`src/rtl/sisc_ctrl_if.sv`:
```
// Control bus between the SISC instruction/status registers and the multi-cycle control FSM.
// The master side presents the decoded instruction fields; the slave side drives the datapath controls.
interface sisc_ctrl_if;
    logic [3:0] opcode;
    logic [3:0] mm;
    logic [3:0] stat;
    logic       pc_rst;
    logic       pc_write;
    logic       pc_sel;
    logic       br_sel;
    logic       ir_load;
    logic       rf_we;
    logic       wb_sel;
    logic [1:0] alu_op;
    logic       stat_en;
    logic       dm_we;
    logic       halted;

    modport master (
        output opcode, mm, stat,
        input  pc_rst, pc_write, pc_sel, br_sel, ir_load, rf_we, wb_sel,
               alu_op, stat_en, dm_we, halted
    );

    modport slave (
        input  opcode, mm, stat,
        output pc_rst, pc_write, pc_sel, br_sel, ir_load, rf_we, wb_sel,
               alu_op, stat_en, dm_we, halted
    );
endinterface

```
`src/rtl/sisc_ctrl.sv`:
```
// Multi-cycle control FSM for the SISC core: START/FETCH/DECODE/EXECUTE/MEM/WRITEBACK/HALT.
// Optional macro CTRL_FAST_RETIRE_EN: NOP/undefined/branch instructions retire straight from DECODE.
module sisc_ctrl #(
    parameter int unsigned START_CYCLES = 2
) (
    input  logic          clk,
    input  logic          rst_f,
    sisc_ctrl_if.slave    ctrl
);

    typedef enum logic [2:0] {
        ST_START     = 3'd0,
        ST_FETCH     = 3'd1,
        ST_DECODE    = 3'd2,
        ST_EXECUTE   = 3'd3,
        ST_MEM       = 3'd4,
        ST_WRITEBACK = 3'd5,
        ST_HALT      = 3'd6
    } state_e;

    localparam logic [3:0] OP_ALU = 4'b0001;
    localparam logic [3:0] OP_BRA = 4'b0010;
    localparam logic [3:0] OP_BRR = 4'b0011;
    localparam logic [3:0] OP_BNE = 4'b0100;
    localparam logic [3:0] OP_BNR = 4'b0101;
    localparam logic [3:0] OP_LOD = 4'b1000;
    localparam logic [3:0] OP_STR = 4'b1100;
    localparam logic [3:0] OP_HLT = 4'b1111;

    localparam logic [1:0] ALU_PASS = 2'b00;
    localparam logic [1:0] ALU_MODE = 2'b01;
    localparam logic [1:0] ALU_ADDR = 2'b10;

    localparam logic [3:0] START_LAST = 4'(START_CYCLES - 1);

`ifdef CTRL_FAST_RETIRE_EN
    localparam logic FAST_RETIRE = 1'b1;
`else
    localparam logic FAST_RETIRE = 1'b0;
`endif

    state_e     state_q;
    logic [3:0] start_cnt_q;
    logic [3:0] opc_s;

    assign opc_s = ctrl.opcode;

    function automatic logic is_branch(input logic [3:0] op);
        return (op == OP_BRA) || (op == OP_BRR) || (op == OP_BNE) || (op == OP_BNR);
    endfunction

    function automatic logic is_mem_op(input logic [3:0] op);
        return (op == OP_LOD) || (op == OP_STR);
    endfunction

    // Condition c is any masked flag set; BRA/BRR treat an empty mask as "always".
    function automatic logic branch_taken(input logic [3:0] op,
                                          input logic [3:0] mask,
                                          input logic [3:0] flags);
        logic c;
        c = |(mask & flags);
        case (op)
            OP_BRA, OP_BRR: return (mask == 4'd0) || c;
            OP_BNE, OP_BNR: return (mask != 4'd0) && !c;
            default:        return 1'b0;
        endcase
    endfunction

    // Instructions with no execute/memory/writeback work may skip straight back to FETCH.
    function automatic logic retires_early(input logic [3:0] op);
        return FAST_RETIRE && !((op == OP_ALU) || is_mem_op(op) || (op == OP_HLT));
    endfunction

    // State register and START dwell counter.
    always_ff @(posedge clk) begin
        if (!rst_f) begin
            state_q     <= ST_START;
            start_cnt_q <= 4'd0;
        end else begin
            case (state_q)
                ST_START: begin
                    if (start_cnt_q >= START_LAST) begin
                        state_q     <= ST_FETCH;
                        start_cnt_q <= 4'd0;
                    end else begin
                        start_cnt_q <= start_cnt_q + 4'd1;
                    end
                end
                ST_FETCH: state_q <= ST_DECODE;
                ST_DECODE: begin
                    if (opc_s == OP_HLT) begin
                        state_q <= ST_HALT;
                    end else if (retires_early(opc_s)) begin
                        state_q <= ST_FETCH;
                    end else begin
                        state_q <= ST_EXECUTE;
                    end
                end
                ST_EXECUTE: begin
                    if (is_mem_op(opc_s)) begin
                        state_q <= ST_MEM;
                    end else begin
                        state_q <= ST_WRITEBACK;
                    end
                end
                ST_MEM: begin
                    if (opc_s == OP_LOD) begin
                        state_q <= ST_WRITEBACK;
                    end else begin
                        state_q <= ST_FETCH;
                    end
                end
                ST_WRITEBACK: state_q <= ST_FETCH;
                ST_HALT:      state_q <= ST_HALT;
                default: begin
                    state_q     <= ST_START;
                    start_cnt_q <= 4'd0;
                end
            endcase
        end
    end

    // Datapath controls decoded from the current state and the IR opcode.
    always_comb begin
        ctrl.pc_rst   = 1'b0;
        ctrl.pc_write = 1'b0;
        ctrl.pc_sel   = 1'b0;
        ctrl.br_sel   = 1'b0;
        ctrl.ir_load  = 1'b0;
        ctrl.rf_we    = 1'b0;
        ctrl.wb_sel   = 1'b0;
        ctrl.alu_op   = ALU_PASS;
        ctrl.stat_en  = 1'b0;
        ctrl.dm_we    = 1'b0;
        ctrl.halted   = 1'b0;
        case (state_q)
            ST_START: ctrl.pc_rst = 1'b1;
            ST_FETCH: begin
                ctrl.ir_load  = 1'b1;
                ctrl.pc_write = 1'b1;
            end
            ST_DECODE: begin
                if (is_branch(opc_s)) begin
                    ctrl.br_sel   = (opc_s == OP_BRR) || (opc_s == OP_BNR);
                    ctrl.pc_write = branch_taken(opc_s, ctrl.mm, ctrl.stat);
                    ctrl.pc_sel   = branch_taken(opc_s, ctrl.mm, ctrl.stat);
                end else begin
                    ctrl.br_sel   = 1'b0;
                end
            end
            ST_EXECUTE: begin
                case (opc_s)
                    OP_ALU: begin
                        ctrl.alu_op  = ALU_MODE;
                        ctrl.stat_en = 1'b1;
                    end
                    OP_LOD, OP_STR: ctrl.alu_op = ALU_ADDR;
                    default:        ctrl.alu_op = ALU_PASS;
                endcase
            end
            ST_MEM: begin
                case (opc_s)
                    OP_STR: begin
                        ctrl.alu_op = ALU_ADDR;
                        ctrl.dm_we  = 1'b1;
                    end
                    OP_LOD:  ctrl.alu_op = ALU_ADDR;
                    default: ctrl.alu_op = ALU_PASS;
                endcase
            end
            ST_WRITEBACK: begin
                case (opc_s)
                    OP_ALU: begin
                        ctrl.alu_op = ALU_MODE;
                        ctrl.rf_we  = 1'b1;
                    end
                    OP_LOD: begin
                        ctrl.alu_op = ALU_ADDR;
                        ctrl.rf_we  = 1'b1;
                        ctrl.wb_sel = 1'b1;
                    end
                    default: ctrl.rf_we = 1'b0;
                endcase
            end
            ST_HALT: ctrl.halted = 1'b1;
            default: ctrl.pc_rst = 1'b1;
        endcase
    end

endmodule

```
`src/flat_wrapper.sv`:
```
// flat-port wrapper written by rule: the top's interface ports become plain ports
module sisc_ctrl_flat 
#(
    parameter int unsigned START_CYCLES = 2
)
  (clk, rst_f, ctrl_opcode, ctrl_mm, ctrl_stat, ctrl_pc_rst, ctrl_pc_write, ctrl_pc_sel, ctrl_br_sel, ctrl_ir_load, ctrl_rf_we, ctrl_wb_sel, ctrl_alu_op, ctrl_stat_en, ctrl_dm_we, ctrl_halted);
  sisc_ctrl_if ctrl_i ();
  input  logic clk;
  input  logic rst_f;
  input wire logic [$bits(ctrl_i.opcode)-1:0] ctrl_opcode;
  input wire logic [$bits(ctrl_i.mm)-1:0] ctrl_mm;
  input wire logic [$bits(ctrl_i.stat)-1:0] ctrl_stat;
  output wire logic [$bits(ctrl_i.pc_rst)-1:0] ctrl_pc_rst;
  output wire logic [$bits(ctrl_i.pc_write)-1:0] ctrl_pc_write;
  output wire logic [$bits(ctrl_i.pc_sel)-1:0] ctrl_pc_sel;
  output wire logic [$bits(ctrl_i.br_sel)-1:0] ctrl_br_sel;
  output wire logic [$bits(ctrl_i.ir_load)-1:0] ctrl_ir_load;
  output wire logic [$bits(ctrl_i.rf_we)-1:0] ctrl_rf_we;
  output wire logic [$bits(ctrl_i.wb_sel)-1:0] ctrl_wb_sel;
  output wire logic [$bits(ctrl_i.alu_op)-1:0] ctrl_alu_op;
  output wire logic [$bits(ctrl_i.stat_en)-1:0] ctrl_stat_en;
  output wire logic [$bits(ctrl_i.dm_we)-1:0] ctrl_dm_we;
  output wire logic [$bits(ctrl_i.halted)-1:0] ctrl_halted;
  assign ctrl_i.opcode = ctrl_opcode;
  assign ctrl_i.mm = ctrl_mm;
  assign ctrl_i.stat = ctrl_stat;
  assign ctrl_pc_rst = ctrl_i.pc_rst;
  assign ctrl_pc_write = ctrl_i.pc_write;
  assign ctrl_pc_sel = ctrl_i.pc_sel;
  assign ctrl_br_sel = ctrl_i.br_sel;
  assign ctrl_ir_load = ctrl_i.ir_load;
  assign ctrl_rf_we = ctrl_i.rf_we;
  assign ctrl_wb_sel = ctrl_i.wb_sel;
  assign ctrl_alu_op = ctrl_i.alu_op;
  assign ctrl_stat_en = ctrl_i.stat_en;
  assign ctrl_dm_we = ctrl_i.dm_we;
  assign ctrl_halted = ctrl_i.halted;
  sisc_ctrl #(.START_CYCLES(START_CYCLES)) u_core (.clk(clk), .rst_f(rst_f), .ctrl(ctrl_i));
endmodule
```
`config.mk`:
```
export PLATFORM = sky130hd
export DESIGN_NAME = sisc_ctrl_flat
export DESIGN_NICKNAME = d
export VERILOG_FILES = /design/src/rtl/sisc_ctrl_if.sv /design/src/rtl/sisc_ctrl.sv /design/src/flat_wrapper.sv
export SDC_FILE = /design/constraint.sdc
export NUM_CORES = 1
export LEC_CHECK = 0
export ABC_CLOCK_PERIOD_IN_PS = 1660
export BUFFER_PORTS_ARGS = -buffer_cell sky130_fd_sc_hd__buf_2
export CAP_MARGIN = 25
export CORE_AREA = 5 5 42 44
export CTS_CLUSTER_SIZE = 14
export DETAILED_ROUTE_END_ITERATION = 10
export DIE_AREA = 0 0 47 49
export GPL_TIMING_DRIVEN = 0
export PLACE_DENSITY = 0.71
export SYNTH_ARGS = -nofsm -noshare
export SYNTH_HDL_FRONTEND = slang
export SYNTH_SLANG_ARGS = --single-unit
```
`constraint.sdc`:
```
create_clock -name clk -period 1.66 [get_ports clk]
set_input_delay 0.166 -clock clk [delete_from_list [all_inputs] [get_ports clk]]
set_output_delay 0.166 -clock clk [all_outputs]
set_load 0.05 [all_outputs]
```
---- Yosys cells after proc, flatten, opt, wreduce, memory -nomap -nowiden ----
Index checks and enable logic that the tools add are counted.
Widths: inputs -> output; s select.
storage, ports and cells
  logic and storage cells ................. 65
  flip-flop bits (word level) ............. 7
  output and inout bits ................... 12
cells by class
  eq/ne operators ......................... 15
  mux-type cells .......................... 28
  reductions and logical operators ........ 17
  add/subtract/negate cells ............... 1
  bitwise logic cells ..................... 1
  $lt $le $gt $ge ......................... 1
operators with widths
  kind                 count
  $pmux 3 s7           1
  $mux 1               16
  $eq 4x4->1 const B   3
  $eq 3x3->1 const B   3
  $mux 3               3
  $eq 4x2->1 const B   2
  $eq 4x3->1 const B   2
  $pmux 2 s2           2
  $pmux 4 s2           1
  $reduce_or 2->1      4
  $eq 3x2->1 const B   2
  $logic_or 1x1->1     6
  $pmux 2 s3           1
  $reduce_or 6->1      1
  $add 4x1->4 const B  1
  $and 4x4->4          1
  $eq 4x1->1 const B   1
  $ge 4x1->1 const B   1
  $logic_not 4->1      1
  $mux 4               1
  $pmux 1 s2           2
  $reduce_bool 4->1    1
  $reduce_or 4->1      1
  $eq 3x1->1 const B   1
  5 further kinds      5

---- Depth between registers and ports, before layout ----
Gate-level depths: netlist (run 1).
  depth in word-level cells ............... 7
  gate-level depth with buffers ........... 6
  mapped depth without buffers ............ 6

---- Worst setup path after synthesis (run 1) ----
No wires, ideal clock.
  kind .................................... reg2out
  from .................................... reg u_core.state_q[1]
  to ...................................... out ctrl_dm_we
  slack ................................... -765 ps
  arrival ................................. 2259 ps
  cell stages (with the launch flop) ...... 4
  cell sequence ........................... dfxtp_1 -> buf_2 -> or2_2 -> nor4_1
between the ends
  cells in the longest elaborated chain, start to end .. 2
ends and longest elaborated chain
  item                    line                RTL
  start, declared         sisc_ctrl.sv:42     state_e state_q;
  start signal, assigned  sisc_ctrl.sv:77     state_q <= ST_START;
  start signal, assigned  sisc_ctrl.sv:83     state_q <= ST_FETCH;
  start signal, assigned  sisc_ctrl.sv:89     ST_FETCH: state_q <= ST_DECODE;
  $eq 3x3->1              sisc_ctrl.sv:136    case (state_q)
  $mux 1                  sisc_ctrl.sv:136
  end, declared           flat_wrapper.sv:22  output wire logic [$bits(ctrl_i.dm_we)-1:0] ctrl_dm_we;
Every way passes these cells.

---- Worst setup path after layout (run 1) ----
  from .................................... reg u_core.state_q[0]
  to ...................................... out ctrl_rf_we
between the ends
  cells in the longest elaborated chain, start to end .. 2
ends and longest elaborated chain
  item           line                RTL
  $eq 3x3->1     sisc_ctrl.sv:136
  $mux 1         sisc_ctrl.sv:136
  end, declared  flat_wrapper.sv:18  output wire logic [$bits(ctrl_i.rf_we)-1:0] ctrl_rf_we;
Every way passes these cells.

==> run metrics, run 1 <==
fraction of the cycle the final worst path needs 105.4%; port bufs 24; Rel. slew slack 63.22%; Tot Pwr 1.483 mW; CTS Buf Count 3; DR vias 720; Final Critical Period 1.749 ns; Wirelength per Cell 16.28 um; f_max 0.5716 GHz; Final Hold Viols 0; critical path launch point type register; Hold Worst Slack 0.1837 ns; global route overflow 0; Layout area overhead 92.46%; Setup WS pre-CTS -0.2214 ns; H-tree depth 1; Layout Nets 130; vias in the first global route 646; Final WS setup -0.08948 ns; # rows 14; sequential fraction of the synthesis area 24.83%; Root Buffer clkbuf_4; CTS tree done; Initial Utilization 40.27%; syn_nets 90; initial antenna violation count 0; Power Dens Cells 1365 nW/um^2; Hold Crit Class in2reg; largest net degree at the start of global routing 11; DRC 0; Seq pwr share 18.1%; Die ar. 2303 um^2; final WL 2.084 mm; Clk pwr share 10.7%; Via density 5.625; Setup crit end kind output pin; Leak Pwr 0.4766 nW; Required @ worst endpoint 1.49 ns; Post-DP HPWL 1.129 mm; placed cells 113; Layout Skew 0.002878 ns; Comb pwr share 71.2%; Ports 26; post-synthesis instance area 564.3 um^2; Worst-Margin Slew 0.5516 ns; Die Ht 49 um; Skew-Pair Late Insertion Delay 0.26 ns; FF+latch count, synth 7; synth unique cells 33; RSZ-0062 raised after global routing true; P_sw 0.6802 mW; warnings from Yosys 0; failing checks negative setup slack; post-route ant nets 0; crit path kind reg2out; Std-Cell Core Area 1401 um^2; wire length of the first global-routing pass 2.808 mm; final setup violation count 3; Int Pwr 0.8026 mW; Fill cells 93; gpl congestion 0.7266; Sw Ratio 45.87%; Critical Path AT 1.58 ns; Initial DRT Pass Iterations 4; Die W 47 um; gr usage total 16.63%; cts hold-fix bufs 0; clock tree buffer depth 2; Clock transition at path regs 0.05 ns; Slew Viols, Final 0; Mean Syn Cell Area 7.730 um^2; CTS sink cnt 7; run status finished, violations left; worst-path fanout max 8; share of cells above drive strength 1 58.04%; VDD IR max 862.8 uV; n_diodes 0; MaxCap Viol Count 0; post-synthesis instance total 73; drt initial violations 10; fin cells 128
==> sequential cells by signal, summed over array words and instances, names as in the netlist <==
signal	cells
u_core.start_cnt_q	4
u_core.state_q	3
==> final timing paths <==
check | endpoint | depth (start not counted) | startpoint | slack, ns
worst max register to register | u_core.start_cnt_q[0]$_SDFFE_PN0P_ | 5 | u_core.state_q[2]$_SDFFE_PN0P_ | 0.35
worst min-delay path | u_core.state_q[1]$_SDFFE_PN0P_ | 2 | rst_f | 0.18
worst min register to register | u_core.start_cnt_q[3]$_SDFFE_PN0P_ | 1 | u_core.start_cnt_q[3]$_SDFFE_PN0P_ | 0.48
worst max-delay path | ctrl_rf_we | 4 | u_core.state_q[0]$_SDFFE_PN0P_ | -0.09
==> power by group through the flow <==
stage | clock [mW] | combinational [mW] | sequential, mW
after floorplan | 0 | 0.598 | 0.243
after global placement | 0 | 0.722 | 0.250
after detailed placement | 0 | 0.735 | 0.253
after CTS | 0.165 | 0.848 | 0.260
after global routing | 0.177 | 1.14 | 0.271
final | 0.159 | 1.06 | 0.269
==> worst max-delay path, cell delays in order, from the launching register on <==
cell     delay [ns]
dfxtp_2        0.36
buf_8          0.13
or4b_4         0.51
a21oi_4        0.15
buf_6          0.17
==> per-stage QoR <==
stage	setup TNS, ns	util [%]	cell area (um^2)
CTS	-0.1743	69.11	968.4
global route	-0.3722	77.50	1086
global placement	-0.4061	56.07	785.8
floorplan	-0.2184	-	645.6
finish	-0.2123	77.50	1086
detailed placement	-0.4652	56.07	785.8
==> cells in the final DEF, fill, tap and decap left out, types with 3 or more instances in the layout <==
cell,n
inv_1,5
dfxtp_1,4
buf_2,12
buf_4,12
nor2_1,5
buf_6,8
a22oi_1,4
clkbuf_4,4
buf_8,3
and3_1,4
ha_1,3
==> cells by family (layout without fill, tap and decap cells) <==
| kind of cell | count (synthesis) | after routing | share of synthesized area, % |
|---|---|---|---|
| buffers and inverters | 10 | 49 | 7.758 |
| flip-flops | 7 | 7 | 24.83 |
| adder cells (fa/ha/maj) | 3 | 3 | 6.653 |
| multiplexers | 2 | 2 | 3.769 |
| AND/OR/NAND/NOR | 34 | 34 | 35.48 |
| AO/OA/AOI/OAI | 16 | 16 | 19.96 |
| XOR/XNOR | 1 | 1 | 1.552 |
==> repair_timing <==
action	CTS	global route
pin swaps	3	5
cloned	0	0
buffers inserted	3	9
endpoints found under the setup margin	10	9
resized for setup	36	18
endpoints found under the hold margin	0	0
==> layer usage <==
layer	global-route usage, %	vias to the layer above	wire length, um
li1	-	344	-
met1	18.50	342	782
met2	28.28	27	1106
met3	3.321	7	147
met4	8.295	0	48
met5	0	-	0
==> cell usage after synthesis <==
cell / n / area (um^2)
and2_1: 2 / 12.51
o22ai_1: 3 / 18.77
mux2i_1: 1 / 10.01
or4_1: 1 / 7.510
nor4_1: 2 / 12.51
clkbuf_2: 1 / 5.000
xnor2_1: 1 / 8.760
ha_1: 3 / 37.54
and3_1: 4 / 25.02
a22oi_1: 4 / 30.03
a211oi_1: 1 / 7.510
or4b_1: 1 / 10.01
nor2_1: 7 / 26.28
or2_2: 1 / 6.260
a21oi_1: 3 / 15.01
mux2_2: 1 / 11.26
nor2b_1: 3 / 18.77
or3_1: 1 / 6.260
buf_2: 1 / 5.000
a41oi_1: 1 / 8.760
nand2b_1: 3 / 18.77
o2111a_1: 1 / 11.26
inv_1: 6 / 22.52
a21boi_0: 1 / 7.510
a31oi_1: 1 / 6.260
o21a_1: 1 / 7.510
or3b_4: 1 / 11.26
dfxtp_1: 7 / 140.1
nand3_1: 4 / 20.02
nor4b_1: 2 / 17.52
clkbuf_1: 1 / 3.750
buf_4: 1 / 7.510
nand2_1: 2 / 7.510
==> final cells by class <==
type                    count  area [um^2]  share of cell area (%)
multi-input cells          56        529.3                   48.73
repair buffers             36        297.8                   27.42
flip-flops and latches      7        148.9                   13.71
plain buffers               3        38.79                   3.571
clock buffers               4        26.28                   2.419
inverters                   6        25.02                   2.304
well taps                  16        20.02                   1.843
Power figures use the tool's default switching activity.
==> run 2, diff against run 1 <==
CORE_AREA = 2 2 39 41   (was 5 5 42 44)
DIE_AREA = 0 0 41 43   (was 0 0 47 49)
==> run 2 against run 1 <==
The run still ends with negative setup slack left. Utilization shrank 7.9 points. Die area is 23% lower. Sequential power about the same. Clock skew fell by 0.00056 ns. Via count decreased by 9.2%. Final cell count decreased by 4.7%. Clock-buffer cell count stayed put. Largest power group unchanged.
==> run metrics, run 2 (synthesized netlist as in run 1, its figures left out) <==
Layout area overhead 70.73%; Clock transition at path regs 0.05 ns (about the same); final setup violation count 2 (-1); Layout Nets 124 (-4.6%); CTS tree done; Wirelength per Cell 13.25 um (-19%); Root Buffer clkbuf_4; Sw Ratio 47.24% (+1.4 points); failing checks negative setup slack; CTS Buf Count 3 (unchanged); wire length of the first global-routing pass 2.401 mm (-14%); slowest cell on the critical path or4_4; gr busiest metal met2; Setup crit end kind output pin; clock tree buffer depth 2 (unchanged); Leak Pwr 0.4309 nW (-9.6%); CP peak stage delay 0.53 ns (+0.02 ns); worst-path fanout max 2 (-6); fraction of the cycle the final worst path needs 102.5% (-2.9 points); MaxCap Viol Count 0 (unchanged); VDD IR max 1053 uV (+22%); Top reg by flops u_core.start_cnt_q; Final WS setup -0.04198 ns (+0.04750 ns); Final Hold Viols 0 (unchanged); Hold Worst Slack 0.1892 ns (+0.005533 ns); Initial Utilization 40.78% (+0.51 points); most frequent CP cell buf_6; critical path cell sequence buf_6 -> or4_4 -> nand3_2 -> mux2_4 -> o22ai_4 -> buf_6; P_sw 0.6122 mW (-10%); critical path launch point type input pin; met2 Use GR 31.25% (+3.0 points); Clk pwr share 11.9% (+1.2 points); H-tree depth 1 (unchanged); Ports 26 (unchanged); Worst-Margin Slew 0.5174 ns (-0.03425 ns); post-route ant nets 0 (unchanged); Slew Viols, Final 0 (unchanged); Std-Cell Core Area 1384 um^2 (-1.2%); RSZ-0062 raised after global routing true; Initial DRT Pass Iterations 2 (-2); Skew-Pair Late Insertion Delay 0.25 ns (about the same); setup_tns -0.07506 ns (+0.1373 ns); run status finished, violations left; Seq pwr share 20.9% (+2.8 points); Rel. slew slack 65.51% (+2.3 points); # rows 14 (unchanged); Int Pwr 0.6838 mW (-15%); Power Dens Cells 1345 nW/um^2 (-1.5%); f_max 0.5876 GHz (+2.8%); Die W 41 um (-13%); Required @ worst endpoint 1.49 ns (about the same); met1 usage 25.16% (+6.7 points); port bufs 24 (unchanged); vias in the first global route 600 (-7.1%); crit path kind in2out; commonest non-fill, non-tap cells in the layout 13 x buf_2, 9 x buf_4, 8 x buf_6; Post-DP HPWL 1.150 mm (+1.9%); Hold Crit Class in2reg; met3 global-route usage 3.141% (-0.18 points); largest net degree at the start of global routing 11 (unchanged); Comb pwr share 67.3% (-3.9 points); Die Ht 43 um (-12%); DRC 0 (unchanged); biggest registers after layout u_core.start_cnt_q x4, u_core.state_q x3; gr usage total 20.28% (+3.7 points); Die ar. 1763 um^2 (-23%); share of cells above drive strength 1 52.83% (-5.2 points); DR vias 654 (-9.2%); commonest non-fill, non-tap cell in the layout buf_2; global route overflow 0 (unchanged); Layout Skew 0.002317 ns (-0.0005602 ns); cts hold-fix bufs 0 (unchanged); Final Critical Period 1.702 ns (-0.04750 ns); Critical Path AT 1.54 ns (-0.04 ns); drt initial violations 8 (-2); Via density 5.361 (-4.7%); final WL 1.616 mm (-22%); max FFs per register 4 (unchanged); CTS sink cnt 7 (unchanged); gpl congestion 0.7135 (-1.8%); initial antenna violation count 0 (unchanged); n_diodes 0 (unchanged); Finished Core Util 69.62% (-7.9 points)
run 2: cell types whose count changed in the layout (fill, tap and decap cells not counted), sizes merged:
cell / before / now
buf: 37 / 31
run 2: through the flow:
step           total power [mW]  area [um^2]  cells  setup WS [ns]
3_3_place_gp             0.9732        785.8    113        -0.1884
4_1_cts                   1.226        925.9    120       -0.06781
6_report                  1.296        963.4    122       -0.04198
5_1_grt                   1.399        963.4    122       -0.08312
3_5_place_dp             0.9859        785.8    113        -0.2102
2_1_floorplan            0.8415        645.6     73        -0.2184
run 2: power groups by stage:
| stage | registers (mW) | clock network [mW] | logic [mW] |
|---|---|---|---|
| finish | 0.270 | 0.154 | 0.872 |
| global route | 0.276 | 0.175 | 0.947 |
| CTS | 0.262 | 0.158 | 0.806 |
| detailed placement | 0.256 | 0 | 0.730 |
| global placement | 0.253 | 0 | 0.721 |
| floorplan | 0.243 | 0 | 0.598 |
run 2: final timing paths:
check	startpoint	end	slack, ns	cells after the start
max reg2reg	u_core.start_cnt_q[1]$_SDFFE_PN0P_	u_core.start_cnt_q[0]$_SDFFE_PN0P_	0.29	6
max	ctrl_mm[2]	ctrl_pc_write	-0.04	6
min	rst_f	u_core.state_q[1]$_SDFFE_PN0P_	0.19	2
min reg2reg	u_core.start_cnt_q[3]$_SDFFE_PN0P_	u_core.start_cnt_q[3]$_SDFFE_PN0P_	0.50	1
run 2: area by class of cell:
| cell class | count | area (um^2) |
|---|---|---|
| buffer | 3 | 30.03 |
| clock buffer | 4 | 26.28 |
| fill | 118 | 420.4 |
| inverter | 6 | 25.02 |
| multi-input combinational | 56 | 491.7 |
| sequential | 7 | 151.4 |
| tap | 16 | 20.02 |
| timing repair buffer | 30 | 219.0 |
run 2: worst max-delay path: cells and delay by family:
kind                   cells  cell delay [ns]
buffers and inverters      2             0.26
AO/OA/AOI/OAI              1             0.15
multiplexers               1             0.33
AND/OR/NAND/NOR            2             0.62
run 2: metal layers:
| metal | part of all wire, % | vias up |
|---|---|---|
| li1 | - | 332 |
| met1 | 42 | 296 |
| met2 | 49 | 21 |
| met3 | 6.1 | 5 |
| met4 | 2.4 | 0 |
| met5 | 0 | - |
run 2: timing repair:
item	4_1_cts	5_1_grt
pin swaps	3	3
setup endpoints to repair	11	9
buffers inserted	3	3
resized for setup	30	9
